--- config.mk ---
export PLATFORM = sky130hd
export DESIGN_NAME = estado_mascota
export DESIGN_NICKNAME = d
export VERILOG_FILES = /design/src/rtl/estado_mascota_pkg.sv /design/src/rtl/estado_mascota_contador.sv /design/src/rtl/estado_mascota.sv
export SDC_FILE = /design/constraint.sdc
export NUM_CORES = 1
export LEC_CHECK = 0
export ABC_AREA = 1
export CAP_MARGIN = 20
export CORE_MARGIN = 5
export CORE_UTILIZATION = 60
export DETAILED_ROUTE_END_ITERATION = 12
export PLACE_DENSITY = 0.85
export SETUP_SLACK_MARGIN = 0.4
export SYNTH_ARGS = -nofsm -noshare
export SYNTH_HDL_FRONTEND = slang
export SYNTH_SLANG_ARGS = --single-unit
--- constraint.sdc ---
create_clock -name clk -period 7.7 [get_ports clk]
set_input_delay 0.77 -clock clk [delete_from_list [all_inputs] [get_ports clk]]
set_output_delay 0.77 -clock clk [all_outputs]
set_load 0.02 [all_outputs]
--- src/rtl/estado_mascota_pkg.sv ---
// ============================================================================
// Module   : estado_mascota_pkg
// Brief    : Pet state codes, level limits and zero-level counting helper.
// Revision : 1.0
// ============================================================================
`default_nettype none

package estado_mascota_pkg;

    localparam logic [2:0] FELIZ      = 3'd0;
    localparam logic [2:0] NEUTRAL    = 3'd1;
    localparam logic [2:0] TRISTE     = 3'd2;
    localparam logic [2:0] CANSADO    = 3'd3;
    localparam logic [2:0] HAMBRIENTO = 3'd4;
    localparam logic [2:0] ENFERMO    = 3'd5;
    localparam logic [2:0] MUERTO     = 3'd6;

    localparam logic [1:0] NIVEL_MIN = 2'd0;
    localparam logic [1:0] NIVEL_MAX = 2'd3;

    function automatic logic [2:0] contar_ceros(
        input logic [1:0] a,
        input logic [1:0] e,
        input logic [1:0] d,
        input logic [1:0] m
    );
        contar_ceros = {2'b00, (a == NIVEL_MIN)} + {2'b00, (e == NIVEL_MIN)}
                     + {2'b00, (d == NIVEL_MIN)} + {2'b00, (m == NIVEL_MIN)};
    endfunction

endpackage

`default_nettype wire

--- src/rtl/estado_mascota_contador.sv ---
// ============================================================================
// Module   : contador_estable
// Brief    : Saturating counter; o_tope flags the cycle whose count hits LIMITE-1.
// Revision : 1.0
// ============================================================================
`default_nettype none

module contador_estable #(
    parameter int unsigned LIMITE = 4,
    parameter int          CNT_W  = 31
) (
    input  logic clk,
    input  logic rst,
    input  logic i_clr,
    input  logic i_en,
    output logic o_tope
);

    localparam logic [CNT_W-1:0] C_TOPE = CNT_W'(LIMITE - 1);

    logic [CNT_W-1:0] r_cuenta;
    logic [CNT_W-1:0] w_base;

    // Clear drops the history; enable in the same cycle still counts that cycle.
    assign w_base = i_clr ? '0 : r_cuenta;
    assign o_tope = i_en && (w_base == C_TOPE);

    always_ff @(posedge clk or posedge rst) begin
        if (rst) begin
            r_cuenta <= '0;
        end else if (i_en) begin
            r_cuenta <= (w_base == C_TOPE) ? C_TOPE : w_base + CNT_W'(1);
        end else if (i_clr) begin
            r_cuenta <= '0;
        end
    end

endmodule

`default_nettype wire

--- src/rtl/estado_mascota.sv ---
// ============================================================================
// Module   : estado_mascota
// Brief    : Pet emotional/health state with hysteresis, death and test stepping.
// Revision : 1.0
// ============================================================================
`default_nettype none

module estado_mascota
    import estado_mascota_pkg::*;
#(
    parameter int unsigned ESTABLE_CICLOS = 50000000,
    parameter int unsigned TIEMPO_MUERTE  = 1500000000,
    parameter int          CNT_W          = 31
) (
    input  logic       clk,
    input  logic       reset,
    input  logic [1:0] nivel_animo,
    input  logic [1:0] nivel_energia,
    input  logic [1:0] nivel_descanso,
    input  logic [1:0] nivel_medicina,
    input  logic       modo_test,
    input  logic       paso_test,
    output logic [2:0] estado,
    output logic       cambio_estado,
    output logic       activo_comida,
    output logic       activo_medicina
);

    logic [2:0] r_estado;
    logic [2:0] r_guardado;
    logic [2:0] r_cand_prev;
    logic       r_modo_prev;
    logic       r_cambio;
    logic       r_comida;
    logic       r_medicina;

    logic [2:0] w_cand;
    logic [2:0] w_sig;
    logic [2:0] w_ceros;
    logic       w_salida;
    logic       w_estab_clr;
    logic       w_estab_en;
    logic       w_estab_tope;
    logic       w_muerte_clr;
    logic       w_muerte_en;
    logic       w_muerte_tope;

    always_comb begin
        if (nivel_medicina == NIVEL_MIN) begin
            w_cand = ENFERMO;
        end else if (nivel_energia == NIVEL_MIN) begin
            w_cand = HAMBRIENTO;
        end else if (nivel_descanso == NIVEL_MIN) begin
            w_cand = CANSADO;
        end else if (nivel_animo == NIVEL_MIN) begin
            w_cand = TRISTE;
        end else if (nivel_animo[1] && nivel_energia[1] && nivel_descanso[1] && nivel_medicina[1]) begin
            w_cand = FELIZ;
        end else begin
            w_cand = NEUTRAL;
        end
    end

    assign w_ceros  = contar_ceros(nivel_animo, nivel_energia, nivel_descanso, nivel_medicina);
    assign w_salida = r_modo_prev && !modo_test;

    // Both counters hold their value while modo_test is high.
    assign w_estab_clr  = !modo_test && (w_salida || (w_cand == r_estado) || (w_cand != r_cand_prev));
    assign w_estab_en   = !modo_test && !w_salida && (w_cand != r_estado) && (r_estado != MUERTO);
    assign w_muerte_clr = !modo_test && (w_ceros < 3'd2);
    assign w_muerte_en  = !modo_test && (w_ceros >= 3'd2);

    contador_estable #(
        .LIMITE (ESTABLE_CICLOS),
        .CNT_W  (CNT_W)
    ) u_estable (
        .clk    (clk),
        .rst    (reset),
        .i_clr  (w_estab_clr),
        .i_en   (w_estab_en),
        .o_tope (w_estab_tope)
    );

    contador_estable #(
        .LIMITE (TIEMPO_MUERTE),
        .CNT_W  (CNT_W)
    ) u_muerte (
        .clk    (clk),
        .rst    (reset),
        .i_clr  (w_muerte_clr),
        .i_en   (w_muerte_en),
        .o_tope (w_muerte_tope)
    );

    always_comb begin
        w_sig = r_estado;
        if (modo_test) begin
            if (paso_test) begin
                w_sig = (r_estado == MUERTO) ? FELIZ : r_estado + 3'd1;
            end
        end else begin
            // On exit the saved code is the baseline; death outranks adoption.
            w_sig = w_salida ? r_guardado : r_estado;
            if (w_sig != MUERTO) begin
                if (w_muerte_tope) begin
                    w_sig = MUERTO;
                end else if (w_estab_tope) begin
                    w_sig = w_cand;
                end
            end
        end
    end

    always_ff @(posedge clk or posedge reset) begin
        if (reset) begin
            r_estado    <= FELIZ;
            r_guardado  <= FELIZ;
            r_cand_prev <= FELIZ;
            r_modo_prev <= 1'b0;
            r_cambio    <= 1'b0;
            r_comida    <= 1'b0;
            r_medicina  <= 1'b0;
        end else begin
            r_estado    <= w_sig;
            r_cambio    <= (w_sig != r_estado);
            r_cand_prev <= w_cand;
            r_modo_prev <= modo_test;
            if (modo_test && !r_modo_prev) begin
                r_guardado <= r_estado;
            end
            r_comida    <= !modo_test && (nivel_energia < NIVEL_MAX) && (w_sig != MUERTO);
            r_medicina  <= !modo_test && (nivel_medicina < NIVEL_MAX) && (w_sig != MUERTO);
        end
    end

    assign estado          = r_estado;
    assign cambio_estado   = r_cambio;
    assign activo_comida   = r_comida;
    assign activo_medicina = r_medicina;

endmodule

`default_nettype wire

After elaboration in Yosys (flattened, before gate mapping)
Cells that the tools add are included.
{"block": "op_classes", "n_addsub": 6, "magnitude_cmp": 4, "eq_ne": 10, "mux": 18, "n_reduce_logical": 26}
{"op": "31-bit 2-to-1 mux", "count": 6}
{"op": "31-bit by 1-bit adder with 31-bit output (second input constant)", "count": 2}
{"op": "31-bit by 26-bit equality test with 1-bit output (second input constant)", "count": 1}
{"op": "31-bit equality test (second input constant)", "count": 1}
{"op": "3-bit 2-to-1 mux", "count": 9}
{"op": "1-bit logical AND", "count": 17}
{"op": "3-bit inequality test", "count": 3}
{"op": "3-bit inequality test (second input constant)", "count": 3}
{"op": "2-bit logical NOT", "count": 4}
{"op": "2-bit < comparator (second input constant)", "count": 2}
{"op": "2-bit 2-to-1 mux", "count": 2}
{"op": "2-bit by 1-bit adder with 3-bit output", "count": 1}
{"op": "3-bit by 1-bit adder with 3-bit output", "count": 1}
{"op": "3-bit by 1-bit adder with 3-bit output (second input constant)", "count": 1}
{"op": "3-bit equality test", "count": 1}
{"op": "3-bit equality test (second input constant)", "count": 1}
{"op": "3-bit by 2-bit greater-or-equal comparator with 1-bit output (second input constant)", "count": 1}
{"op": "1-bit logical NOT", "count": 3}
{"op": "3-bit by 2-bit < comparator with 1-bit output (second input constant)", "count": 1}
{"op": "1-bit by 1-bit adder with 2-bit output", "count": 1}
{"op": "1-bit logical OR", "count": 2}
{"op": "1-bit 2-to-1 mux", "count": 1}
{"block": "word_totals", "register_bits": 75, "input_bits": 12, "out_inout_bits": 6, "word_cells": 73}

Logic depth before layout (Yosys ltp)
Gate-level depths: netlist of run 1.
{"block": "logic_depth", "word_depth": 21, "mapped_depth": 29, "ltp_nobuf": 27}

By module
From an unflattened synthesis of run 1, not the netlist that was laid out.
{"block": "hier_totals", "hier_cells": 803, "hier_area_um2": 5606.6}
{"mod": "contador_estable at u_estable", "instances": 1, "cells_per_inst": 345, "area_each_um2": 2488.6, "seq_area_each_um2": 775.7}
{"mod": "contador_estable at u_muerte", "instances": 1, "cells_per_inst": 319, "area_each_um2": 2214.6, "seq_area_each_um2": 775.7}
{"mod": "estado_mascota", "instances": 1, "cells_per_inst": 139, "area_each_um2": 903.4, "seq_area_each_um2": 325.3}

Worst setup path after synthesis of run 1
Ideal clock, no wire load.
{"block": "synth_timing", "path_kind": "input -> register", "startpoint": "in nivel_energia[1]", "endpoint": "reg u_muerte.r_cuenta[30]", "setup_ns": 0.123, "arrival_ns": 4.460, "t_required_ns": 7.577, "path_slack_ns": 3.117, "cell_stages": 29, "path_buffers": 4, "path_cell_list": "nor2_2 inv_1 fa_1 inv_1 a21boi_1 nand2_4 buf_2 buf_2 buf_1 clkbuf_1 nand2_1 inv_1 ha_1 inv_1 nor3_2 nand2_1 inv_1 nand2_1 nor2_2 nand2_1 nor2_1 nand2_1 nor2_2 nand2_1 nor2_2 nand2_2 nor2_2 nand3_1 xor2_1"}
{"block": "synth_via", "elab_chain_cells": 10, "word_cells_on_any_way": 13, "cone_classes": "add/sub: 4; order compare: 2; eq/ne: 1; mux: 3; reduce/logical: 3"}
{"item": "from (decl)", "line": "estado_mascota.sv:18", "rtl": "input logic [1:0] nivel_energia,"}
{"item": "2-bit logical NOT (*)", "line": "estado_mascota_pkg.sv:27", "rtl": "contar_ceros = {2'b00, (a == NIVEL_MIN)} + {2'b00, (e == NIVEL_MIN)}"}
{"item": "1-bit by 1-bit adder with 2-bit output (*)", "line": "estado_mascota_pkg.sv:27"}
{"item": "2-bit by 1-bit adder with 3-bit output (*)", "line": "estado_mascota_pkg.sv:28", "rtl": "+ {2'b00, (d == NIVEL_MIN)} + {2'b00, (m == NIVEL_MIN)};"}
{"item": "3-bit by 1-bit adder with 3-bit output (*)", "line": "estado_mascota_pkg.sv:28"}
{"item": "3-bit by 2-bit < comparator with 1-bit output", "line": "estado_mascota.sv:70", "rtl": "assign w_muerte_clr = !modo_test && (w_ceros < 3'd2);"}
{"item": "1-bit logical AND", "line": "estado_mascota.sv:70"}
{"item": "31-bit 2-to-1 mux", "line": "estado_mascota_contador.sv:25", "rtl": "assign w_base = i_clr ? '0 : r_cuenta;"}
{"item": "31-bit by 1-bit adder with 31-bit output / 31-bit equality test (equally long branches)", "line": "estado_mascota_contador.sv:32", "rtl": "r_cuenta <= (w_base == C_TOPE) ? C_TOPE : w_base + CNT_W'(1);"}
{"item": "31-bit 2-to-1 mux", "line": "estado_mascota_contador.sv:32"}
{"item": "31-bit 2-to-1 mux (*)", "line": "estado_mascota_contador.sv:31", "rtl": "end else if (i_en) begin"}
{"item": "to (signal assigned)", "line": "estado_mascota_contador.sv:32"}
{"item": "to (decl)", "line": "estado_mascota_contador.sv:21", "rtl": "logic [CNT_W-1:0] r_cuenta;"}
Every way passes the cells marked *; elsewhere a longest branch is shown, timed or not.
A chain may end at the register's enable or synchronous reset.

Worst setup path after layout of run 1
Ends and elaborated chain as after synthesis.

==> results.txt, run 1 <==
Worst-margin pin slew - 0.927 ns
Largest net degree at the start of global routing - 76
Avg Synthesized Cell Area - 7.68 um2
Most frequent CP cell - nand2_1
CTS tree - yes
Final Setup Violations - 0
Worst min path class - reg2reg
Slew Limit Fails - 0
Post-DRT Antenna Nets - 0
Initial DRT Pass Iterations - 5
Synthesized area - 0.00479 mm2
Buffers on Ports - 17
Die width - 99.3 um
ANT cells - 0
Die height - 99.3 um
Post-Layout Cell Count - 749
Via count - 4109
Type of the worst setup path - in2reg
Hold Vio Cnt, Final - 0
IO Pins - 18
Reg2reg start - r_modo_prev
Cell Pwr Density - 185 mW/mm2
Die ar. - 0.00986 mm2
Post-synth EDFFs - 0
Grt ovf - 0
Cts hold-fix bufs - 0
Proportion of layout cells with a drive suffix above 1 - 0.147
Post CTS Setup Buffer Count - 0
Hold Path End - r_guardado[2]
Cell area after layout - 0.00523 mm2
H-Tree Depth - 3
Final worst-path cycle share - 0.591
Min-delay src - r_guardado[2]
WL final - 10200 um
Async set or reset register ratio after synthesis - 1.00
Minimum clock period after layout - 4.55 ns
Core Area - 0.00777 mm2
Net count, final - 657
WHS Path Cells - 2
Critical path launch point type - input pin
RSZ-0062 raised after global routing - no
Synth warnings - 0
Gpl congestion - 0.919
Flop2flop setup slack - 4.28 ns
Vias per Instance - 5.49
Worst Skew - 0.0274 ns
Fill cells - 610
CTS Sinks - 75
CP max stage delay - 0.47 ns
Top achievable clock speed - 220 MHz
Initial core utilization - 0.616
Worst R2R Path Depth - 23
Total CTS buffers - 9
P_leak - 2.37 nW
Reg2reg end - cambio_estado
Netlist cell types - 48
DRC errors left - 0
FP Rows - 32
Worst skew pair latency - 0.37 ns
Clock tree buffer depth - 2
Root Buffer - clkbuf_8
HPWL Detailed - 7550 um
Drt wl/cell - 13.7 um
Net Count, Synth - 638
Register area share after synthesis - 0.392
Most used flip-flop cell after synthesis - dfrtp_1
Worst EP arrival - 4.79 ns
GRT Util Overall - 0.218
Dpl cell area - 0.00502 mm2
Vias in the first global route - 4041
Clock edge transition at the registers on the reported setup and hold paths - 0.08 ns
Placed Cells - 733
Max-cap violations - 0
Initial antenna violation count - 0
Max_slew headroom - 0.382
Maximum VDD drop - 0.000101 V
Setup Total Neg Slack - 0 ns
Cts repair resizes - 0
Synth Register Bits - 75
First DRT Iteration DRCs - 210
Critical Path End Type - flip-flop
Crit path max fanout - 42
Critical Path RT - 7.94 ns
Synth Instances - 623
CP max stage cell - clkdlybuf4s50_1
Worst hold margin - 0.508 ns
Area Growth Syn to Fin - 9.20%
First-pass GRT wire length - 17700 um
Status - finished, final reports clean
synthesized netlist by cell type, types with 9 or more instances:
cell type | count | share of area
nor4_1 | 9 | 0.012
a21oi_1 | 9 | 0.0094
nor2_1 | 64 | 0.050
nor2_2 | 21 | 0.027
nor3_1 | 12 | 0.013
inv_2 | 9 | 0.0071
nand2_1 | 148 | 0.12
inv_1 | 76 | 0.060
xor2_1 | 24 | 0.044
dfrtp_1 | 75 | 0.39
xnor2_1 | 16 | 0.029
o21ai_0 | 14 | 0.015
nand2_2 | 13 | 0.017
nand4_1 | 13 | 0.017
nand3_1 | 52 | 0.054
cell usage in the layout, fill, tap and decap left out, types with 2 or more instances in the layout:
| master | synthesis | routed |
|---|---|---|
| nand2_2 | 13 | 13 |
| ha_1 | 2 | 2 |
| nand3_2 | 4 | 4 |
| inv_1 | 76 | 75 |
| or2_2 | 2 | 2 |
| o211ai_1 | 4 | 4 |
| nor3_1 | 12 | 12 |
| xnor2_1 | 16 | 16 |
| xor2_1 | 24 | 24 |
| o21ai_1 | 4 | 4 |
| dfrtp_1 | 75 | 75 |
| nor2_2 | 21 | 21 |
| clkdlybuf4s50_1 | 0 | 17 |
| nand4_2 | 3 | 3 |
| nand2_1 | 148 | 148 |
| a21oi_1 | 9 | 9 |
| nor2_8 | 2 | 2 |
| nand3_1 | 52 | 52 |
| clkbuf_8 | 0 | 10 |
| nor4_1 | 9 | 9 |
| clkinvlp_4 | 0 | 2 |
| or2_1 | 3 | 3 |
| nor2_1 | 64 | 64 |
| inv_6 | 0 | 2 |
| nor3_2 | 4 | 4 |
| nand4_1 | 13 | 13 |
| o21ai_0 | 14 | 14 |
| inv_2 | 9 | 10 |
| nor2_4 | 7 | 7 |
| nand2_4 | 7 | 7 |
critical path: cells and delay by family:
kind,cells,cell delay (ns)
adder cells (fa/ha/maj),2,0.63
AND/OR/NAND/NOR,16,2.20
buffers and inverters,6,0.90
XOR/XNOR,1,0.15
AO/OA/AOI/OAI,1,0.13
sequential cells by signal (all words and copies together), names as in the netlist:
register            count
u_muerte.r_cuenta      31
activo_medicina         1
cambio_estado           1
estado                  3
r_cand_prev             3
r_guardado              3
u_estable.r_cuenta     31
r_modo_prev             1
activo_comida           1
area by class of cell:
cell class | count | area [um2] | share of cell area
clock buffer | 10 | 138 | 0.0263
tap | 102 | 128 | 0.0244
sequential | 75 | 1880 | 0.359
timing repair buffer | 18 | 178 | 0.0340
clock inverter | 6 | 71.3 | 0.0136
inverter | 86 | 325 | 0.0622
multi-input combinational | 452 | 2510 | 0.480
routing by layer:
metal,routed length [um],part of all wire,global-route usage
met1,4490,0.44,0.278
met2,5080,0.50,0.367
met3,483,0.047,0.0435
met4,192,0.019,0.0777
met5,0,0,0
cell families after synthesis:
logic type                 share of synthesized area
buffers and inverters                         0.0834
and+or+nand+nor                                0.397
DFF                                            0.392
xor gates and xnor gates                      0.0732
adders and majority gates                    0.00941
AOI/OAI and AO/OA                             0.0450
power breakdown:
part	switching, W	internal (W)	leakage (nW)
Combinational	0.000135	0.0000700	1.25
Sequential	0.0000237	0.000417	1.02
Clock	0.000157	0.000161	0.0995
stage by stage:
stage,utilization,setup WS (ns),power [W]
after floorplan,-,3.12,0.000589
after global placement,0.646,3.08,0.000638
after detailed placement,0.646,2.82,0.000650
after CTS,0.673,3.19,0.000968
after global routing,0.673,2.77,0.00102
final,0.673,3.15,0.000965
worst max path at each step:
stage / slack (ns) / end / cells after the start / start
3_5_place_dp: 2.82 / u_muerte.r_cuenta[30] / 26 / nivel_medicina[1]
3_3_place_gp: 3.08 / u_muerte.r_cuenta[30] / 26 / nivel_medicina[1]
4_1_cts: 3.19 / u_muerte.r_cuenta[30] / 26 / nivel_medicina[1]
6_report: 3.15 / u_muerte.r_cuenta[30] / 26 / nivel_energia[1]
2_1_floorplan: 3.12 / u_muerte.r_cuenta[30] / 29 / nivel_energia[1]
5_1_grt: 2.77 / u_muerte.r_cuenta[30] / 26 / nivel_energia[1]
Power figures use the tool's default switching activity.
==> run 2: changes to the inputs <==
clock period = 4.6 ns   (was 7.7 ns; I/O delays follow)
==> run 2 against run 1 <==
  * Count of clock-buffer cells in the layout is 1 higher
  * Sequential power is 66% higher
  * Non-clock buffer count is 3 higher
  * Hold slack worse by 0.0078 ns
  * Combinational power is 65% higher
  * Clock skew is 0.011 ns lower
==> results.txt, run 2 (synthesis gave the netlist of run 1 again) <==
P_leak - 2.39 nW
DRC errors left - 0
Vias per Instance - 5.56
Top achievable clock speed - 259 MHz
FP Rows - 32
Initial DRT Pass Iterations - 4
Worst-margin pin slew - 0.657 ns
Max_slew headroom - 0.561
Post-DRT Antenna Nets - 0
Status - finished, final reports clean
Die width - 99.3 um
CP max stage delay - 0.49 ns
WL final - 10300 um
CP endpoint - u_muerte.r_cuenta[30]
Logic pwr share - 0.210
Clock edge transition at the registers on the reported setup and hold paths - 0.09 ns
Switch share - 0.316
HPWL Detailed - 7680 um
RSZ-0062 raised after global routing - no
Worst R2R Path Depth - 23
Crit path max fanout - 5
Grt ovf - 0
Max-cap violations - 0
Setup Total Neg Slack - 0 ns
P_sw - 0.000509 W
Area Growth Syn to Fin - 9.99%
Net count, final - 660
Final worst-path cycle share - 0.839
Final Setup Violations - 0
Util after Layout - 0.678
Drt wl/cell - 13.7 um
First-pass GRT wire length - 18100 um
GRT Util Overall - 0.223
Post CTS Setup Buffer Count - 0
Total CTS buffers - 9
Worst min path class - in2async
Largest net degree at the start of global routing - 46
Clock tree buffer depth - 2
Hold Vio Cnt, Final - 0
Maximum VDD drop - 0.000147 V
Die ar. - 0.00986 mm2
Cell Pwr Density - 306 mW/mm2
Critical Path End Type - flip-flop
Die height - 99.3 um
H-Tree Depth - 3
CTS Sinks - 75
Type of the worst setup path - in2reg
Slew Limit Fails - 0
CTS tree - yes
Via count - 4179
Initial core utilization - 0.616
Cts repair resizes - 0
First DRT Iteration DRCs - 321
IO Pins - 18
Initial antenna violation count - 0
Leading cell type in the layout, fill and taps excluded - nand2_1
ANT cells - 0
Worst skew pair latency - 0.36 ns
Clock share of power - 0.334
Critical Path RT - 4.84 ns
Worst Skew - 0.0163 ns
Root Buffer - clkbuf_8
Reg2reg end - cambio_estado
Top Registers - u_estable.r_cuenta: 31 flops, u_muerte.r_cuenta: 31 flops
Gpl congestion - 0.924
Int Pwr - 0.00110 W
Critical path launch point type - input pin
Minimum clock period after layout - 3.86 ns
Worst EP arrival - 4.11 ns
Buffers on Ports - 17
Leading cell types in the layout, fill and taps excluded - 147 x nand2_1, 75 x inv_1, 75 x dfrtp_1
Core Area - 0.00777 mm2
CP max stage cell - clkdlybuf4s50_1
Reg2reg start - r_modo_prev
Flop2flop setup slack - 1.26 ns
Crit path from - nivel_medicina[1]
Vias in the first global route - 4183
Sequential Power Share - 0.456
Cts hold-fix bufs - 0
Proportion of layout cells with a drive suffix above 1 - 0.152
-- run 2: cell count changes in the layout (fill, tap and decap cells not counted), sizes merged --
cell and delta:
buf +3, clkinv +1, clkinvlp -1, clkbuf +1, inv -1
-- run 2: metal layers --
layer | part of all wire | global-route usage | up-vias
li1 | - | - | 2036
met1 | 0.43 | 0.280 | 1976
met2 | 0.49 | 0.376 | 142
met3 | 0.057 | 0.0351 | 25
met4 | 0.025 | 0.107 | 0
met5 | 0 | 0 | -
-- run 2: per-stage QoR --
stage | total power (W) | setup slack, ns | std cells | instance area, um2 | hold WS [ns]
after floorplan | 0.000986 | 0.406 | 623 | 4790 | 0.453
after global placement | 0.00107 | 0.589 | 736 | 5040 | 0.471
after detailed placement | 0.00108 | 0.346 | 736 | 5040 | 0.483
after CTS | 0.00162 | 0.703 | 752 | 5250 | 0.497
after global routing | 0.00170 | 0.415 | 752 | 5260 | 0.518
final | 0.00161 | 0.739 | 752 | 5260 | 0.500
-- run 2: area by class of cell --
type,instances,area [um2]
fillers,594,2500
flip-flops and latches,75,1880
clock buffers,11,151
multi-input cells,452,2520
inverters,86,325
repair buffers,21,200
clock inverters,5,60.1
well taps,102,128
-- run 2: power by group through the flow --
stage | clock network (W) | registers [W] | logic, W
global placement | 0 | 0.000745 | 0.000327
CTS | 0.000546 | 0.000733 | 0.000339
detailed placement | 0 | 0.000746 | 0.000339
global route | 0.000579 | 0.000739 | 0.000379
finish | 0.000538 | 0.000734 | 0.000338
floorplan | 0 | 0.000761 | 0.000225
-- run 2: critical path: cells and delay by family --
family | cells | cell delay, ns
AOI/OAI and AO/OA | 1 | 0.13
xor gates and xnor gates | 1 | 0.15
adders and majority gates | 2 | 0.60
buffers and inverters | 6 | 0.89
and+or+nand+nor | 16 | 1.88
-- run 2: worst min path at each step --
stage / from / endpoint / slack, ns / cells past startpoint
after floorplan: r_guardado[0] / r_guardado[0] / 0.45 / 2
after global placement: r_guardado[0] / r_guardado[0] / 0.47 / 2
after detailed placement: r_guardado[1] / r_guardado[1] / 0.48 / 2
after CTS: u_estable.r_cuenta[4] / u_estable.r_cuenta[4] / 0.50 / 1
after global routing: u_estable.r_cuenta[4] / u_estable.r_cuenta[4] / 0.52 / 1
final: reset / u_estable.r_cuenta[17] / 0.50 / 2
